**config.mk**
```make
export PLATFORM = sky130hd
export DESIGN_NAME = fft_out_packer
export DESIGN_NICKNAME = d
export VERILOG_FILES = /design/src/rtl/fft_dma_pkg.sv /design/src/rtl/sync_fifo.sv /design/src/rtl/fft_out_packer.sv
export SDC_FILE = /design/constraint.sdc
export NUM_CORES = 1
export LEC_CHECK = 0
export ABC_AREA = 1
export CAP_MARGIN = 0
export CORE_AREA = 2 2 385 387
export DETAILED_ROUTE_END_ITERATION = 8
export DIE_AREA = 0 0 387 389
export PLACE_DENSITY_LB_ADDON = 0.08
export SYNTH_ARGS = -nofsm -noshare
export SYNTH_HDL_FRONTEND = slang
export SYNTH_HIERARCHICAL = 1
export SYNTH_SLANG_ARGS = --single-unit
```
**constraint.sdc**
```tcl
create_clock -name ap_clk -period 11.7 [get_ports ap_clk]
set_clock_uncertainty 0.2 [all_clocks]
set_input_delay 3.51 -clock ap_clk [delete_from_list [all_inputs] [get_ports ap_clk]]
set_output_delay 3.51 -clock ap_clk [all_outputs]
set_load 0.005 [all_outputs]
```
**src/rtl/fft_dma_pkg.sv**
```systemverilog
// Shared definitions for the FFT output DMA path: default widths, packer FSM encoding
// and the {im, re} field layout of a complex sample.
package fft_dma_pkg;

  localparam int unsigned PKG_DATA_WIDTH   = 64;
  localparam int unsigned PKG_SAMPLE_WIDTH = 32;

  localparam int unsigned SAMPLE_RE_LSB = 0;
  localparam int unsigned SAMPLE_RE_W   = 16;
  localparam int unsigned SAMPLE_IM_LSB = 16;
  localparam int unsigned SAMPLE_IM_W   = 16;

  typedef enum logic [1:0] {
    S_IDLE = 2'b00,
    S_RUN  = 2'b01,
    S_PAD  = 2'b10,
    S_DONE = 2'b11
  } state_e;

endpackage

```
**src/rtl/sync_fifo.sv**
```systemverilog
// Single-clock show-ahead FIFO. The head word is visible on m_data whenever m_valid is
// high; s_ready is derived from the registered occupancy only.
module sync_fifo #(
  parameter int unsigned FIFO_IN_REG     = 0,
  parameter int unsigned FIFO_OUT_REG    = 0,
  parameter int unsigned FIFO_CMD_LENGTH = 64,
  parameter int unsigned FIFO_DEPTH      = 16,
  parameter int unsigned FIFO_LOG2_DEPTH = 5
) (
  input  logic                       clk,
  input  logic                       rst,
  input  logic                       s_valid,
  output logic                       s_ready,
  input  logic [FIFO_CMD_LENGTH-1:0] s_data,
  output logic                       m_valid,
  input  logic                       m_ready,
  output logic [FIFO_CMD_LENGTH-1:0] m_data
);

  localparam int unsigned PtrW = (FIFO_DEPTH > 1) ? $clog2(FIFO_DEPTH) : 1;

  // Only the unregistered configuration exists; both stage options must be 0.
  if (FIFO_IN_REG != 0 || FIFO_OUT_REG != 0) begin : g_cfg_unsupported
  end

  logic [FIFO_CMD_LENGTH-1:0] mem_q [FIFO_DEPTH];
  logic [PtrW-1:0]            wr_ptr_q, wr_ptr_d, rd_ptr_q, rd_ptr_d;
  logic [FIFO_LOG2_DEPTH-1:0] count_q, count_d;
  logic                       push, pop;

  function automatic logic [PtrW-1:0] ptr_inc(input logic [PtrW-1:0] p);
    return (p == PtrW'(FIFO_DEPTH - 1)) ? '0 : p + PtrW'(1);
  endfunction

  assign s_ready = (count_q < FIFO_LOG2_DEPTH'(FIFO_DEPTH));
  assign m_valid = (count_q != '0);
  assign push    = s_valid & s_ready;
  assign pop     = m_ready & m_valid;
  assign m_data  = mem_q[rd_ptr_q];

  always_comb begin
    wr_ptr_d = push ? ptr_inc(wr_ptr_q) : wr_ptr_q;
    rd_ptr_d = pop ? ptr_inc(rd_ptr_q) : rd_ptr_q;
    count_d  = count_q;
    unique case ({push, pop})
      2'b10:   count_d = count_q + FIFO_LOG2_DEPTH'(1);
      2'b01:   count_d = count_q - FIFO_LOG2_DEPTH'(1);
      default: count_d = count_q;
    endcase
  end

  always_ff @(posedge clk) begin
    if (rst) begin
      wr_ptr_q <= '0;
      rd_ptr_q <= '0;
      count_q  <= '0;
    end else begin
      wr_ptr_q <= wr_ptr_d;
      rd_ptr_q <= rd_ptr_d;
      count_q  <= count_d;
    end
  end

  always_ff @(posedge clk) begin
    if (push) begin
      mem_q[wr_ptr_q] <= s_data;
    end
  end

endmodule

```
**src/rtl/fft_out_packer.sv**
```systemverilog
// Packs pairs of 32-bit complex samples into 64-bit words (first sample in the low half)
// and queues them for the write DMA; an odd trailing sample is zero-padded.
module fft_out_packer
  import fft_dma_pkg::*;
#(
  parameter int unsigned DATA_WIDTH      = PKG_DATA_WIDTH,
  parameter int unsigned SAMPLE_WIDTH    = PKG_SAMPLE_WIDTH,
  parameter int unsigned FIFO_DEPTH      = 16,
  parameter int unsigned FIFO_LOG2_DEPTH = 5,
  parameter int unsigned CNT_WIDTH       = 32
) (
  input  logic                    ap_clk,
  input  logic                    ap_rst,
  input  logic                    start,
  input  logic [CNT_WIDTH-1:0]    num_samples,
  output logic                    busy,
  output logic                    done,
  input  logic                    s_valid,
  output logic                    s_ready,
  input  logic [SAMPLE_WIDTH-1:0] s_data,
  output logic [DATA_WIDTH-1:0]   out_dout,
  output logic                    out_empty_n,
  input  logic                    out_read
);

  state_e                  state_q, state_d;
  logic                    start_q;
  logic [CNT_WIDTH-1:0]    total_q, total_d, acc_cnt_q, acc_cnt_d;
  logic                    lane_q, lane_d;
  logic [SAMPLE_WIDTH-1:0] low_q, low_d;

  logic                  start_edge, accept, last_accept;
  logic                  fifo_push, fifo_s_ready, fifo_m_valid;
  logic [DATA_WIDTH-1:0] fifo_s_data, fifo_m_data;

  assign start_edge  = start & ~start_q;
  assign accept      = s_valid & s_ready;
  assign last_accept = accept & ((acc_cnt_q + CNT_WIDTH'(1)) == total_q);

  always_ff @(posedge ap_clk) begin
    if (ap_rst) begin
      state_q   <= S_IDLE;
      start_q   <= 1'b0;
      total_q   <= '0;
      acc_cnt_q <= '0;
      lane_q    <= 1'b0;
      low_q     <= '0;
    end else begin
      state_q   <= state_d;
      start_q   <= start;
      total_q   <= total_d;
      acc_cnt_q <= acc_cnt_d;
      lane_q    <= lane_d;
      low_q     <= low_d;
    end
  end

  always_comb begin
    state_d = state_q;
    unique case (state_q)
      S_IDLE: if (start_edge) state_d = (num_samples == '0) ? S_DONE : S_RUN;
      S_RUN:  if (last_accept) state_d = lane_q ? S_DONE : S_PAD;
      S_PAD:  if (fifo_s_ready) state_d = S_DONE;
      S_DONE: state_d = S_IDLE;
      default: state_d = S_IDLE;
    endcase
  end

  // Job bookkeeping; counters are held clear while idle so each job starts in lane 0.
  always_comb begin
    total_d   = total_q;
    acc_cnt_d = acc_cnt_q;
    lane_d    = lane_q;
    low_d     = low_q;
    if (state_q == S_IDLE) begin
      acc_cnt_d = '0;
      lane_d    = 1'b0;
      if (start_edge) total_d = num_samples;
    end else if (accept) begin
      acc_cnt_d = acc_cnt_q + CNT_WIDTH'(1);
      lane_d    = ~lane_q;
      if (!lane_q) low_d = s_data;
    end
  end

  always_comb begin
    busy        = (state_q != S_IDLE);
    done        = (state_q == S_DONE);
    s_ready     = (state_q == S_RUN) && (acc_cnt_q < total_q) && (!lane_q || fifo_s_ready);
    fifo_push   = ((state_q == S_RUN) && accept && lane_q) || ((state_q == S_PAD) && fifo_s_ready);
    fifo_s_data = (state_q == S_PAD) ? {{SAMPLE_WIDTH{1'b0}}, low_q} : {s_data, low_q};
    out_empty_n = fifo_m_valid;
    out_dout    = fifo_m_valid ? fifo_m_data : '0;
  end

  sync_fifo #(
    .FIFO_IN_REG    (0),
    .FIFO_OUT_REG   (0),
    .FIFO_CMD_LENGTH(DATA_WIDTH),
    .FIFO_DEPTH     (FIFO_DEPTH),
    .FIFO_LOG2_DEPTH(FIFO_LOG2_DEPTH)
  ) u_fifo (
    .clk    (ap_clk),
    .rst    (ap_rst),
    .s_valid(fifo_push),
    .s_ready(fifo_s_ready),
    .s_data (fifo_s_data),
    .m_valid(fifo_m_valid),
    .m_ready(out_read),
    .m_data (fifo_m_data)
  );

endmodule

```
# ---- Word-level counts from Yosys, hierarchy flattened
# Memories as Yosys holds them, arrays and structs flattened. A register that Yosys moved wholly into a read port is not among the register bits.
# Index checks and enable logic that the tools add are counted.
dict set report word_totals {
  ramBits 1024
  mem_count 1
  input_bits 69
  mem_bits_ro 0
  regBits 113
  latch_bits 0
}
dict set report op_classes {
  mux 15
  mul 0
  magnitude_cmp 2
  eq_ne 11
  add_sub_neg 5
  div 0
  bitwise_logic 8
  n_shift 0
  n_reduce_logical 17
}
# name depth width read_ports rd_clocked_by_memory_dff wr line_no
set mem_list {}
lappend mem_list {u_fifo.mem_q 16 64 1 1 1 sync_fifo.sv:26} ;# logic [FIFO_CMD_LENGTH-1:0] mem_q [FIFO_DEPTH];
# op n
set ops {}
lappend ops {{64-bit 2-to-1 mux} 2}
lappend ops {{32-bit by 1-bit adder with 32-bit output (second input constant)} 1}
lappend ops {{32-bit == test} 1}
lappend ops {{32-bit logical NOT} 1}
lappend ops {{32-bit < comparator} 1}
lappend ops {{4-bit 2-to-1 mux} 4}
lappend ops {{5-bit case mux with 2 select lines} 1}
lappend ops {{4-bit by 1-bit adder with 4-bit output (second input constant)} 2}
lappend ops {{4-bit == test (second input constant)} 2}
lappend ops {{2-bit 2-to-1 mux} 4}
lappend ops {{2-bit case mux with 4 select lines} 1}
lappend ops {{2-bit == test (second input constant)} 3}
lappend ops {{2-bit inequality test (second input constant)} 3}
lappend ops {{3-bit AND reduction} 2}
lappend ops {{5-bit by 1-bit adder with 5-bit output (second input constant)} 1}
lappend ops {{1-bit bitwise AND} 5}
lappend ops {{1-bit logical AND} 5}
lappend ops {{5-bit < comparator (second input constant)} 1}
lappend ops {{5-bit nonzero test} 1}
lappend ops {{5-bit by 1-bit subtractor with 5-bit output (second input constant)} 1}
lappend ops {{2-bit by 1-bit == test with 1-bit output (second input constant)} 2}
lappend ops {{2-bit nonzero test} 2}
lappend ops {{1-bit 2-to-1 mux} 3}
lappend ops {{1-bit NOT} 3}
lappend ops {{other kinds (5)} 6}

# ---- Depth between registers and ports, before layout
# Gate-level depths: netlist of run 1.
dict set report depth {
  depth_word 10
  mapped_depth 31
  ltp_nobuf 29
}

# ---- Hierarchy
# Netlist of run 1, hierarchy kept.
# mod cells_each n_inst area_per_inst_um2
set by_module_without_submodules {}
lappend by_module_without_submodules {sync_fifo 3365 1 42629.6}
lappend by_module_without_submodules {fft_out_packer 1114 1 6751.5}

# ---- Worst setup path after synthesis of run 1
# No wires, ideal clock.
dict set report synth_path {
  kind {input -> register}
  start {input port s_valid}
  end {memory u_fifo.mem_q[0][0], enable pin}
  slack_ns 3.696
  t_arrival_ns 7.318
  n_path_buf 2
  cell_stages 10
  t_required_ns 11.014
  cell_sequence {inv_1 nor2_1 buf_2 inv_1 clkbuf_1 o21ai_0 nand2_1 inv_1 nand2_1 nor2_1}
}
dict set report synth_between {
  elab_chain_len 7
}
# element line_no
set synth_rtl {}
lappend synth_rtl {{start: declaration} fft_out_packer.sv:18} ;# input logic s_valid,
lappend synth_rtl {{1-bit bitwise AND} fft_out_packer.sv:37} ;# assign accept = s_valid & s_ready;
lappend synth_rtl {{1-bit logical AND (2 in series)} fft_out_packer.sv:90} ;# fifo_push = ((state_q == S_RUN) && accept && lane_q) || ((state_q == S_PAD) && fifo_s_ready);
lappend synth_rtl {{1-bit logical OR} fft_out_packer.sv:90}
lappend synth_rtl {{named net fifo_push} fft_out_packer.sv:33} ;# logic fifo_push, fifo_s_ready, fifo_m_valid;
lappend synth_rtl {{1-bit bitwise AND} sync_fifo.sv:37} ;# assign push = s_valid & s_ready;
lappend synth_rtl {{1-bit 2-to-1 mux} sync_fifo.sv:65} ;# if (push) begin
lappend synth_rtl {{1-bit 2-to-1 mux (implied by the code)} sync_fifo.sv:66} ;# mem_q[wr_ptr_q] <= s_data;
lappend synth_rtl {{end: declaration} sync_fifo.sv:26}
# The timed path passes the listed nets, and every way through them passes these cells.

==> impl_metrics.ini, run 1 <==
[placement]
place_congestion = 0.758
dp.cells = 6357
pre_cts_slack_ps = 3350
io_buffers = 136
dp_hpwl_um = 81400

[critical_path]
reg2reg_to = u_fifo/mem_q[9][37]$_DFFE_PP_
cpPeakStageDelay_ps = 780
arrival_ps = 4300
critPathKind = reg -> out
crit_path_start_kind = flip-flop
path_buf_inv = 4
required_ps = 7990
crit_fanout = 161
r2r_cells = 17
cpMaxStageDelayCell = dfxtp_4
worstReg2RegStart = acc_cnt_q[7]$_SDFFE_PP0P_
r2r_slack_ps = 5700
path_delay_family = buffers and inverters
crit_path_end_kind = primary output
path_cells = buf_12 -> buf_4 -> o21ai_0 -> nand3_1 -> nand3_1 -> nand2_1 -> nand2_1 -> inv_1 -> clkdlybuf4s50_1

[global_routing]
grt.busiest_layer = met2
grt_pass1_vias = 31100
met2_usage_pct = 29.8
grt.total_usage_pct = 18.6
use_met1_pct = 26.5
grt_pass1_wl_um = 208000
antenna_found_initial = 3
grtUsageMet3_pct = 2.58
grt-ovfl-total = 0
grt_max_degree = 205

[logic_synthesis]
yosysWarnings = 6
netlist_area_um2 = 49400
synth_fp_nets = 4594
synth_top_area_share_pct = 62.3
yosys.area.top_type = edfxtp_1
yosysUniqueCellTypes = 38
syn_inst = 4479
yosys-top-cells-area = edfxtp_1, inv_1, nand2_1, dfxtp_1, nand3_1
synthFlopType = edfxtp_1
async_reset_ff_share_pct = 0
synth_seq_cells = 1141
ys_seq_area_share_pct = 67.0
avgSynthCellArea_um2 = 11.0
synth-edff-count = 1024

[clocking]
cts_setup_buffers = 0
clockBufferDepth = 3
cts_sinks = 1141
clock-root-buffer = clkbuf_16
cts_tree = yes
htreeDepth = 4
cts_buffers = 133
ctsHoldBuffers = 0
clk_pin_slew_ps = 60
cts_resized = 0
worstSkewPairLatency_ps = 760

[cells_and_area]
fin_util_pct = 38.7
stdcell_count = 6599
drive_gt1_share_pct = 6.41
fillers = 14200
area_growth_pct = 14.8
finalNetCount = 4677

[die]
core_area_um2 = 147000
dieWidth_um = 387
die_area_um2 = 151000
core.rowCount = 141
io_pins = 137
fp.dieH_um = 389
initial_utilization_pct = 33.7

[sta]
fmax_mhz = 125
setup_ws_ps = 3690
drv_slew = 0
grt_setup_unrepaired = false
fin_setup_tns_ps = 0
worstMarginPinSlew_ps = 1290
finalHoldViolations = 0
relSlewSlack_pct = 14.0
fin_crit_sh_pct = 68.5
finalSetupViolCount = 0
min_period_ps = 8010

[route]
drt-total-wl_um = 142000
routedWlPerCell_um = 21.5
vias_per_cell = 4.89
num_vias = 32300
first_pass_iters = 8
drc = 0
drtIter0Drc = 2298
ant_nets = 0

[hold_path]
hold_depth = 2
hold-path-endpoint = low_q[22]$_SDFFE_PP0P_
hp-class = reg -> reg
hold_path.startpoint = low_q[22]$_SDFFE_PP0P_

[power]
ir_drop_mv = 0.220
p_leak_nw = 20.8
power_density_nw_per_um2 = 215
power.total_mw = 12.2

[outcome]
status = completed

[job]
cap_violations = 0
[placed cells by master (no fill, tap or decap), types with 4 or more instances in the layout]
master	netlist	final
clkbuf_8	0	5
nand3_1	455	453
xor2_1	12	12
clkbuf_1	76	34
o211ai_1	256	256
a21oi_1	371	371
dfxtp_1	117	113
clkdlybuf4s50_1	0	136
clkbuf_16	0	138
nor2_1	128	107
o21ai_0	297	297
bufinv_16	0	11
dfxtp_4	0	4
edfxtp_1	1024	1024
inv_1	759	757
ha_1	46	45
a31oi_1	12	12
nand2_2	4	4
xnor2_1	4	4
nor2_4	6	23
buf_12	1	11
buf_4	22	54
nand2_1	627	627
nor4_1	11	11
inv_6	0	8
nand4_1	7	7
clkinv_2	0	16
clkinv_1	0	22
nor2_2	6	10
o21ai_1	68	68
[cell type report]
class                           instances  area [um^2]  share of cell area [%]
Timing Repair Buffer                  201         1990                    3.50
Tap cell                             1930         2410                    4.26
Sequential cell                      1141        33100                    58.4
Inverter                              760         2860                    5.04
Clock inverter                         63          634                    1.12
Antenna cell                            2         5.00                 0.00883
Multi-Input combinational cell       2325        12000                    21.2
Clock buffer                          177         3650                    6.44
[per-layer routing]
| metal | share of wire, % | wire [um] |
|---|---|---|
| met3 | 3.9 | 5580 |
| met2 | 46 | 65600 |
| met5 | 0 | 0 |
| met1 | 48 | 67800 |
| met4 | 2.0 | 2870 |
[state kept, by name, summed over array words and instances (netlist names), named ones only]
| signal | flops |
|---|---|
| low_q | 32 |
| lane_q | 1 |
| state_q | 2 |
| total_q | 32 |
| u_fifo/wr_ptr_q | 4 |
| u_fifo/rd_ptr_q | 4 |
| start_q | 1 |
| u_fifo/mem_q | 1024 |
| u_fifo/count_q | 5 |
| acc_cnt_q | 32 |
[through the flow]
step / hold slack, ps / area (um^2)
final: 250 / 56700
after global routing: 297 / 56700
after CTS: 254 / 56700
after detailed placement: 245 / 52400
after global placement: 242 / 52400
after floorplan: 228 / 49400
[worst max-delay path by stage]
| stage | from | to | cells after the start |
|---|---|---|---|
| 2_1_floorplan | s_valid | u_fifo/mem_q[0][0]$_DFFE_PP_ | 10 |
| 3_3_place_gp | s_valid | u_fifo/mem_q[9][51]$_DFFE_PP_ | 11 |
| 3_5_place_dp | s_valid | u_fifo/mem_q[4][53]$_DFFE_PP_ | 11 |
| 4_1_cts | flip-flop | out_dout[30] | 9 |
| 5_1_grt | flip-flop | out_dout[30] | 9 |
| 6_report | flip-flop | out_dout[30] | 9 |
[report_power, final]
group	internal [mW]	total [mW]	switching, mW
Sequential	4.76	4.97	0.213
Clock	2.44	4.12	1.68
Combinational	1.10	3.12	2.02
Total	8.30	12.2	3.91
[cells in the mapped netlist (2+ instances only)]
cell type,number
a31oi_1,12
nand2_2,4
buf_4,22
xnor2_1,4
buf_1,24
buf_6,51
buf_2,77
nand3_1,455
a21oi_1,371
a21o_1,2
o21ai_1,68
o21ai_0,297
nor2_4,6
a211oi_1,3
nor2_2,6
nor4_1,11
edfxtp_1,1024
nand4_1,7
xor2_1,12
o211ai_1,256
o21a_1,2
dfxtp_1,117
clkbuf_1,76
inv_1,759
nor2_1,128
nand2_4,2
nand2_1,627
ha_1,46
[tightest hold or removal path: stages, from the launching register on]
cell and delay [ps]:
dfxtp_1 310, inv_1 50, a21oi_1 50
[cell families (layout without fill, tap and decap cells)]
| family | count (synthesis) | in the layout | share of synthesized area (%) |
|---|---|---|---|
| flops | 1141 | 1141 | 67.0 |
| simple gates | 1249 | 1249 | 11.0 |
| buf+inv | 1013 | 1201 | 8.90 |
| fa+ha+maj | 46 | 46 | 1.17 |
| other cells | 0 | 2 | 0 |
| compound gates | 1013 | 1013 | 11.6 |
| xor+xnor | 17 | 17 | 0.329 |
No activity file was read; power rests on OpenSTA's default activity.
==> inputs of run 2 (changes only) <==
==> constraint.sdc (replaced) <==
create_clock -name ap_clk -period 7.8 [get_ports ap_clk]
set_clock_uncertainty 0.2 [all_clocks]
set_input_delay 2.34 -clock ap_clk [delete_from_list [all_inputs] [get_ports ap_clk]]
set_output_delay 2.34 -clock ap_clk [all_outputs]
set_load 0.005 [all_outputs]
==> impl_metrics.ini, run 2 (same netlist as run 1, synthesis figures left out) <==
[global_routing]
grt.total_usage_pct = 18.7
antenna_found_initial = 7
grt_pass1_vias = 31300
grt_max_degree = 161
grt-ovfl-total = 0
grt_pass1_wl_um = 208000

[critical_path]
critPathKind = reg -> out
path_cells = inv_6 -> buf_4 -> nand3_1 -> nand3_1 -> nand2_1 -> nand2_1 -> inv_1 -> clkdlybuf4s50_1
crit_path_end_kind = primary output
arrival_ps = 3880
required_ps = 5260
worstReg2RegStart = acc_cnt_q[7]$_SDFFE_PP0P_
crit_path_start_kind = flip-flop
crit_fanout = 89
cpPeakStageDelay_ps = 840
critPathCapture = out_dout[51]
cpMaxStageDelayCell = inv_6
r2r_slack_ps = 2960
reg2reg_to = u_fifo/mem_q[6][13]$_DFFE_PP_
r2r_cells = 16

[sta]
finalSetupViolCount = 0
fin_setup_tns_ps = 0
finalHoldViolations = 0
setup_ws_ps = 1380
fmax_mhz = 156
fin_crit_sh_pct = 82.3
min_period_ps = 6420
relSlewSlack_pct = 15.9
worstMarginPinSlew_ps = 1260
holdWs_ps = 295
grt_setup_unrepaired = false
drv_slew = 0

[clocking]
cts_tree = yes
cts_buffers = 135
clock-root-buffer = clkbuf_16
htreeDepth = 4
cts_resized = 0
worstSkewPairLatency_ps = 770
cts_setup_buffers = 0
ctsHoldBuffers = 0
clk_pin_slew_ps = 60
cts_sinks = 1141
clockBufferDepth = 3

[route]
routedWlPerCell_um = 21.4
drc = 0
drt-total-wl_um = 141000
ant_nets = 0
first_pass_iters = 8
drtIter0Drc = 2402
vias_per_cell = 4.88
num_vias = 32200

[power]
p_leak_nw = 20.8
power_density_nw_per_um2 = 317
power.total_mw = 18.0
ir_drop_mv = 0.207

[die]
initial_utilization_pct = 33.7
dieWidth_um = 387
core_area_um2 = 147000
core.rowCount = 141
fp.dieH_um = 389
die_area_um2 = 151000
io_pins = 137

[placement]
io_buffers = 136
pre_cts_slack_ps = 1800
dp.cells = 6361
post_dp_cell_area_um2 = 52600
place_congestion = 0.756
dp_hpwl_um = 79500

[cells_and_area]
antenna_cells = 0
final_common_cell = edfxtp_1
final_area_um2 = 56700
stdcell_count = 6604
final_cell_mix = edfxtp_1, inv_1, nand2_1, nand3_1, a21oi_1
regMostFlops = u_fifo/mem_q
fin_util_pct = 38.7
largest_reg_flops = 1024
drive_gt1_share_pct = 6.20
area_growth_pct = 14.8
finalNetCount = 4683

[job]
cap_violations = 0

[outcome]
status = completed

[hold_path]
hp-class = reg -> reg
-- run 2: cell types whose count changed in the layout (fill, tap and decap cells not counted), moves of 3 or more --
cell       before  now
nor2_1        107  110
clkbuf_1       34   42
buf_12         11   23
inv_6           8    4
clkinv_2       16   13
nor2_2         10    6
bufinv_16      11    0
clkinv_8        3    7
buf_4          54   46
clkbuf_8        5    8
clkinv_1       22   27
-- run 2: worst min path at each step --
stage	end	depth (start not counted)	slack, ps	from
floorplan	total_q[0]$_SDFFE_PP0P_	2	230	total_q[0]$_SDFFE_PP0P_
global placement	total_q[0]$_SDFFE_PP0P_	2	260	total_q[0]$_SDFFE_PP0P_
detailed placement	total_q[0]$_SDFFE_PP0P_	2	290	total_q[0]$_SDFFE_PP0P_
CTS	total_q[0]$_SDFFE_PP0P_	2	300	total_q[0]$_SDFFE_PP0P_
global route	flip-flop	2	330	u_fifo/rd_ptr_q[0]$_SDFFE_PP0N_
finish	total_q[0]$_SDFFE_PP0P_	2	290	total_q[0]$_SDFFE_PP0P_
-- run 2: worst max-delay path, delay by kind of cell, from the launching register on --
family	cells	cell delay, ps
buffers and inverters	4	1960
AND/OR/NAND/NOR	4	550
flip-flops	1	530
-- run 2: layout make-up --
class                      count  area [um^2]
tap                         1930         2410
inverter                     760         2860
clock inverter                56          402
timing repair buffer         205         2170
fill                       14300        89900
multi-input combinational   2325        12000
sequential                  1141        33100
clock buffer                 187         3700
-- run 2: metal layers --
layer | GRT usage [%] | vias up | routed length [um]
li1 | - | 15700 | -
met5 | 0 | - | 0
met3 | 2.88 | 168 | 6120
met2 | 29.5 | 662 | 64200
met4 | 5.23 | 0 | 2970
met1 | 26.6 | 15800 | 67800
-- run 2: power by group --
group	switching, mW	internal, mW
clock	2.54	3.33
combinational	2.93	1.69
sequential	0.340	7.14
